--- config.mk ---
export PLATFORM = sky130hd
export DESIGN_NAME = stream_burst_writer
export DESIGN_NICKNAME = d
export VERILOG_FILES = /design/src/rtl/stream_pkg.sv /design/src/rtl/sync_fifo.sv /design/src/rtl/stream_burst_writer.sv
export SDC_FILE = /design/constraint.sdc
export NUM_CORES = 2
export LEC_CHECK = 0
export ABC_AREA = 1
export CORE_MARGIN = 2
export CORE_UTILIZATION = 43
export DETAILED_ROUTE_END_ITERATION = 10
export SYNTH_ARGS = -nofsm -noshare
export SYNTH_HDL_FRONTEND = slang
export SYNTH_SLANG_ARGS = --single-unit
--- constraint.sdc ---
create_clock -name clk -period 7.49 [get_ports clk]
set_input_delay 0.749 -clock clk [delete_from_list [all_inputs] [get_ports clk]]
set_output_delay 0.749 -clock clk [all_outputs]
set_load 0.01 [all_outputs]
--- src/rtl/stream_pkg.sv ---
// ---------------------------------------------------------------------------
// stream_pkg
// Shared definitions for the stream burst writer: FSM state encoding, default
// sizing constants and a clog2 helper for port/counter widths.
// ---------------------------------------------------------------------------
package stream_pkg;

    typedef enum logic [2:0] {
        ST_IDLE    = 3'd0,
        ST_COLLECT = 3'd1,
        ST_CMD     = 3'd2,
        ST_DATA    = 3'd3,
        ST_DONE    = 3'd4
    } state_t;

    // clog2 that never returns 0, so a width derived from it is always legal
    function automatic int unsigned clog2_min1(input int unsigned v);
        int unsigned r;
        r = 0;
        while ((32'd1 << r) < v) r++;
        return (r == 0) ? 1 : r;
    endfunction

    localparam int unsigned DEF_BURST_LEN  = 16;
    localparam int unsigned DEF_FIFO_DEPTH = 32;
    localparam int unsigned DEF_LEN_W      = clog2_min1(DEF_BURST_LEN);

endpackage

--- src/rtl/sync_fifo.sv ---
// ---------------------------------------------------------------------------
// sync_fifo
// Single-clock first-word-fall-through FIFO. The head word is visible on
// o_rdata whenever o_empty is low; i_pop consumes it.
// Ports:
//   clk, rst_n     clock, asynchronous active-low reset (pointers only)
//   i_push/i_wdata write request and data (ignored when full)
//   i_pop          read request (ignored when empty)
//   o_rdata        head word
//   o_count        words held, 0..DEPTH
//   o_full/o_empty status flags
// ---------------------------------------------------------------------------
module sync_fifo #(
    parameter int DW    = 64,
    parameter int DEPTH = 32
) (
    input  logic                       clk,
    input  logic                       rst_n,
    input  logic                       i_push,
    input  logic [DW-1:0]              i_wdata,
    input  logic                       i_pop,
    output logic [DW-1:0]              o_rdata,
    output logic [$clog2(DEPTH):0]     o_count,
    output logic                       o_full,
    output logic                       o_empty
);

    localparam int PW = $clog2(DEPTH);
    localparam int CW = PW + 1;

    logic [DW-1:0] r_mem [DEPTH];
    logic [PW:0]   r_wptr;
    logic [PW:0]   r_rptr;
    logic          w_push;
    logic          w_pop;

    assign o_count = r_wptr - r_rptr;
    assign o_full  = (o_count == CW'(DEPTH));
    assign o_empty = (o_count == '0);
    assign w_push  = i_push & ~o_full;
    assign w_pop   = i_pop & ~o_empty;
    assign o_rdata = r_mem[r_rptr[PW-1:0]];

    // Pointers carry one extra wrap bit so full and empty are distinguishable
    always_ff @(posedge clk or negedge rst_n) begin
        if (!rst_n) begin
            r_wptr <= '0;
            r_rptr <= '0;
        end else begin
            if (w_push) r_wptr <= r_wptr + 1'b1;
            if (w_pop)  r_rptr <= r_rptr + 1'b1;
        end
    end

    // Storage is not reset; reset empties the FIFO through the pointers
    always_ff @(posedge clk) begin
        if (w_push) r_mem[r_wptr[PW-1:0]] <= i_wdata;
    end

endmodule

--- src/rtl/stream_burst_writer.sv ---
// ---------------------------------------------------------------------------
// stream_burst_writer
// Buffers a framed stream of wide words and writes it to memory as bursts of
// incrementing word addresses. start_i arms one frame at base_addr_i; the
// frame ends with the beat tagged s_last_i. Full bursts are BURST_LEN beats,
// the frame tail goes out as one shorter burst, then done_o pulses.
// Ports:
//   clk, rst_n                         clock, asynchronous active-low reset
//   start_i, base_addr_i               frame arm pulse and first word address
//   s_data_i/s_valid_i/s_last_i/s_ready_o   input stream
//   cmd_valid_o/cmd_ready_i/cmd_addr_o/cmd_len_o   burst command (len = beats-1)
//   wr_data_o/wr_valid_o/wr_ready_i/wr_last_o       burst write data
//   busy_o                             frame armed or in progress
//   done_o                             one-cycle pulse after the last burst
// ---------------------------------------------------------------------------
module stream_burst_writer
    import stream_pkg::*;
#(
    parameter int DW         = 64,
    parameter int AW         = 24,
    parameter int BURST_LEN  = 16,
    parameter int FIFO_DEPTH = 32
) (
    input  logic                              clk,
    input  logic                              rst_n,
    input  logic                              start_i,
    input  logic [AW-1:0]                     base_addr_i,
    input  logic [DW-1:0]                     s_data_i,
    input  logic                              s_valid_i,
    input  logic                              s_last_i,
    output logic                              s_ready_o,
    output logic                              cmd_valid_o,
    input  logic                              cmd_ready_i,
    output logic [AW-1:0]                     cmd_addr_o,
    output logic [clog2_min1(BURST_LEN)-1:0]  cmd_len_o,
    output logic [DW-1:0]                     wr_data_o,
    output logic                              wr_valid_o,
    input  logic                              wr_ready_i,
    output logic                              wr_last_o,
    output logic                              busy_o,
    output logic                              done_o
);

    localparam int LW = clog2_min1(BURST_LEN);
    localparam int CW = $clog2(FIFO_DEPTH) + 1;
    localparam logic [CW-1:0] BL_CNT = CW'(BURST_LEN);

    state_t          r_state;
    state_t          w_next;
    logic [AW-1:0]   r_addr;
    logic [LW-1:0]   r_cmd_len;
    logic [LW-1:0]   r_beat;
    logic            r_last_seen;

    logic            w_len_load;
    logic [LW-1:0]   w_len_nxt;
    logic            w_busy;
    logic            w_push;
    logic            w_wr_hs;
    logic            w_final;
    logic            w_start;
    logic [DW-1:0]   w_rdata;
    logic [CW-1:0]   w_count;
    logic            w_full;
    logic            w_empty;

    sync_fifo #(
        .DW    (DW),
        .DEPTH (FIFO_DEPTH)
    ) u_fifo (
        .clk     (clk),
        .rst_n   (rst_n),
        .i_push  (w_push),
        .i_wdata (s_data_i),
        .i_pop   (w_wr_hs),
        .o_rdata (w_rdata),
        .o_count (w_count),
        .o_full  (w_full),
        .o_empty (w_empty)
    );

    assign w_busy  = (r_state == ST_COLLECT) || (r_state == ST_CMD) || (r_state == ST_DATA);
    assign w_start = (r_state == ST_IDLE) && start_i;

    // Input stops once the frame's last beat is in, so a second frame can
    // never mix into the tail of this one
    assign s_ready_o = w_busy & ~w_full & ~r_last_seen;
    assign w_push    = s_valid_i & s_ready_o;

    assign cmd_valid_o = (r_state == ST_CMD);
    assign cmd_addr_o  = r_addr;
    assign cmd_len_o   = r_cmd_len;

    // The burst was only launched with enough words buffered, so the empty
    // term is a guard rather than a real stall source
    assign wr_valid_o = (r_state == ST_DATA) & ~w_empty;
    assign wr_last_o  = wr_valid_o & (r_beat == r_cmd_len);
    assign wr_data_o  = wr_valid_o ? w_rdata : '0;
    assign w_wr_hs    = wr_valid_o & wr_ready_i;
    assign w_final    = w_wr_hs & (r_beat == r_cmd_len);

    assign busy_o = w_busy;
    assign done_o = (r_state == ST_DONE);

    always_comb begin
        w_next     = r_state;
        w_len_load = 1'b0;
        w_len_nxt  = '0;
        case (r_state)
            ST_IDLE: begin
                if (start_i) w_next = ST_COLLECT;
            end
            ST_COLLECT: begin
                // Full bursts take priority; the partial tail only goes once
                // fewer than BURST_LEN words remain after the last beat
                if (w_count >= BL_CNT) begin
                    w_next     = ST_CMD;
                    w_len_load = 1'b1;
                    w_len_nxt  = LW'(BURST_LEN - 1);
                end else if (r_last_seen && !w_empty) begin
                    w_next     = ST_CMD;
                    w_len_load = 1'b1;
                    w_len_nxt  = LW'(w_count - CW'(1));
                end else if (r_last_seen) begin
                    w_next = ST_DONE;
                end
            end
            ST_CMD: begin
                if (cmd_ready_i) w_next = ST_DATA;
            end
            ST_DATA: begin
                if (w_final) w_next = ST_COLLECT;
            end
            ST_DONE: begin
                w_next = ST_IDLE;
            end
            default: begin
                w_next = ST_IDLE;
            end
        endcase
    end

    always_ff @(posedge clk or negedge rst_n) begin
        if (!rst_n) begin
            r_state     <= ST_IDLE;
            r_addr      <= '0;
            r_cmd_len   <= '0;
            r_beat      <= '0;
            r_last_seen <= 1'b0;
        end else begin
            r_state <= w_next;

            if (w_start)
                r_addr <= base_addr_i;
            else if (w_final)
                r_addr <= r_addr + AW'(r_cmd_len) + AW'(1);  // wraps modulo 2^AW

            if (w_len_load) r_cmd_len <= w_len_nxt;

            if (w_final)
                r_beat <= '0;
            else if (w_wr_hs)
                r_beat <= r_beat + LW'(1);

            if (w_start || (r_state == ST_DONE))
                r_last_seen <= 1'b0;
            else if (w_push && s_last_i)
                r_last_seen <= 1'b1;
        end
    end

endmodule
==> summary.md <==
| Metric | Value |
|---|---|
| Setup slack after layout | around 1.1 ns |
| CTS hold repair buffers | 1 |
| Buffers on Ports | ~190 |
| Gr usage total | 0.240 |
| Area contributors post-synth | edfxtp_1, nand2_1, nand3_1 |
| Vias per inst | around 5.8 |
| Syn-to-layout area delta | 13.1% |
| Die Wd | 448 um |
| Die Y | 448 um |
| # resized after CTS | 0 |
| FP Rows | 162 |
| CP Max Fanout | around 120 |
| Ys Warns | 0 |
| Final HPWL DP | ~110000 um |
| Synth Flop Type | edfxtp_1 |
| GPL Wtd Cong | approximately 0.80 |
| CP Data Arrival Time | between 5 and 6 ns |
| RSZ-0062 raised after global routing | no |
| Post-layout min period | 6.41 ns |
| Cell Area, Synth | 84700 um2 |
| Reg2reg path depth | 14 |
| Clk buf depth | 3 |
| R2R setup slack | between 2 and 2.5 ns |
| Mean Syn Cell Area | about 12 um2 |
| DRC violation count after routing | 0 |
| Starting Density | 0.433 |
| GRT Residual Overflow | 0 |
| Post-synth EDFFs | between 2000 and 2500 |
| Root buf cell | clkbuf_16 |
| Slew Viols, Final | 0 |
| Largest net degree at the start of global routing | 250 |
| Leakage | 32.8 nW |
| Yosys cell types | 48 |
| I/O pin count | 193 |
| WL per Instance | approximately 25 um |
| Layout cells sized above 1 | 0.0653 |
| Dpl ws | slightly below 2 ns |
| Worst Hold Class | primary input to register |
| DR pass1 iterations | 6 |
| Hold EP | r_last_seen |
| Worst hold path depth | 3 |
| Die area | 200000 um2 |
| Final hold vios | 0 |
| CTS tree | done |
| Worst hold margin | a little under 0.5 ns |
| # setup viols final | 0 |
| First-pass GRT wire length | 354000 um |
| Crit end category | primary output |
| Least-Margin Pin Slew | 1.42 ns |
| Async set-reset flop share out of synthesis | 0.0229 |
| Synthesized flop and latch total | ~2100 |
| Vias in the first global route | about 53000 |
| Overall power | 36.3 mW |
| Clock sinks | roughly 2100 |
| PwrDens | about 380 nW/um2 |
| Top-count cell post-synth | edfxtp_1 |
| Worst r2r src | u_fifo.r_rptr[1] |
| CTS Buf Count | 212 |
| Post-CTS setup buffers | 0 |
| Kind of critical path | register to primary output |
| Mapped Nets | just under 7000 |
| Status | completed |
| Core ar. | approximately 200000 um2 |
| Slew headroom | 0.0524 |
| Final ANT Viol Nets | 0 |
| Commonest cells post-synth | edfxtp_1, nand2_1, nand3_1 |
| Clk_skew | roughly 0.025 ns |
| Final WL | 245000 um |
| Post-synth top area share | 0.726 |
| Highest Clock Rate | 156 MHz |
| Multi-input logic area | just under 20000 um2 |
| Critical Path RT | ~6.7 ns |
| Worst hold start | s_last_i |
| Initial DRC count | about 6700 |
| CP Launch Type | register |
| Setup tns final | 0 ns |
| Register area | about 63000 um2 |
| Peak supply drop | 0.000534 V |
| Crit share post-route | 0.856 |
| Register area share after synthesis | 0.740 |
| Yosys top cell by area | edfxtp_1 |
| Via count | ~55000 |
| Clk_lat worst skew | about 0.86 ns |
| Antenna violations before repair | 18 |
| Max Cap Viol | 0 |
| Reg clk slew, reported paths | about 0.06 ns |
| Final Net Count | 6944 |
| Fill cell count | around 17000 |
| FF-to-FF End | u_fifo.r_mem[0][46] |
| H-Tree Depth | 4 |
| Synthesized instance count | just under 7000 |
[layout make-up]
class	count	area share
tap	2624	0.0343
clock buffer	261	0.0573
inverter	66	0.00319
sequential	2096	0.655
timing repair buffer	293	0.0304
antenna	6	0.000157
multi-input combinational	4162	0.206
clock inverter	134	0.0131
[state kept, by name (all words and copies together), names as in the netlist]
register	cells
u_fifo.r_mem	2048
r_state	3
u_fifo.r_wptr	6
r_beat	4
r_last_seen	1
u_fifo.r_rptr	6
cmd_addr_o	24
cmd_len_o	4
[where the power goes]
| group | switching [mW] | internal, mW | total (mW) |
|---|---|---|---|
| clock | 4.50 | 5.86 | 10.4 |
| combinational | 8.52 | 3.61 | 12.1 |
| sequential | 0.464 | 13.4 | 13.8 |
| total | 13.5 | 22.8 | 36.3 |
[cells by family (layout without fill, tap and decap cells)]
kind of cell	Yosys count	after routing	share of synthesized area
XOR/XNOR	23	23	0.00238
AND/OR/NAND/NOR	3086	3086	0.155
buffers and inverters	526	754	0.0290
flip-flops	2096	2096	0.740
AO/OA/AOI/OAI	1035	1035	0.0705
other	0	6	0
adder cells (fa/ha/maj)	18	18	0.00284
[metal layers]
metal  vias up  part of all wire  wire [um]  GRT usage
met5         -           0.00038         92          0
met4        12             0.027       6550     0.0704
met3       399             0.094      23100     0.0504
met2      2543              0.46     112000      0.379
met1     27800              0.42     102000      0.336
li1      24800                 -          -          -
[worst max-delay path: stages (launching register included)]
cell,delay (ns)
dfrtp_4,0.94
inv_16,0.37
fa_1,0.67
inv_1,0.05
ha_1,0.18
inv_1,0.08
nor2_2,0.05
nand3_2,0.10
nor2_4,0.05
nand2_4,0.08
nand2_4,0.54
a21oi_1,0.85
clkdlybuf4s50_1,0.70
[metrics by stage]
stage                      util  area [um2]  instances
final                     0.490       95700       9642
after global routing      0.490       95700       9639
after CTS                 0.490       95700       9636
after detailed placement  0.455       89000       9240
after global placement    0.455       89000       9240
after floorplan               -       84700       6784
[placed cells by master, fill, tap and decap left out, types with 13 or more instances in the layout]
cell type / netlist / routed
edfxtp_1: 2048 / 2048
nand2_1: 1932 / 1932
nand3_1: 1042 / 1042
a21oi_1: 686 / 686
a22oi_1: 308 / 308
clkbuf_16: 0 / 212
clkdlybuf4s50_1: 0 / 191
buf_4: 34 / 81
clkinv_1: 2 / 60
inv_1: 60 / 58
clkbuf_1: 121 / 49
dfrtp_1: 48 / 43
nor2_1: 64 / 33
nor2_4: 2 / 33
clkinv_2: 1 / 31
o21ai_0: 20 / 20
bufinv_16: 0 / 19
buf_12: 0 / 19
xor2_1: 17 / 17
ha_1: 16 / 16
o21ai_1: 13 / 13
[worst max path at each step]
stage               slack, ns             start                  end
floorplan                1.97  u_fifo.r_rptr[1]  u_fifo.r_mem[11][0]
global placement         1.98  u_fifo.r_rptr[1]        wr_data_o[34]
detailed placement       1.97  u_fifo.r_rptr[1]        wr_data_o[34]
CTS                      1.03  u_fifo.r_rptr[1]        wr_data_o[30]
global route             0.78  u_fifo.r_rptr[0]        wr_data_o[36]
finish                   1.08  u_fifo.r_rptr[1]        wr_data_o[29]
Note: power is estimated with default switching activity, not from simulation.
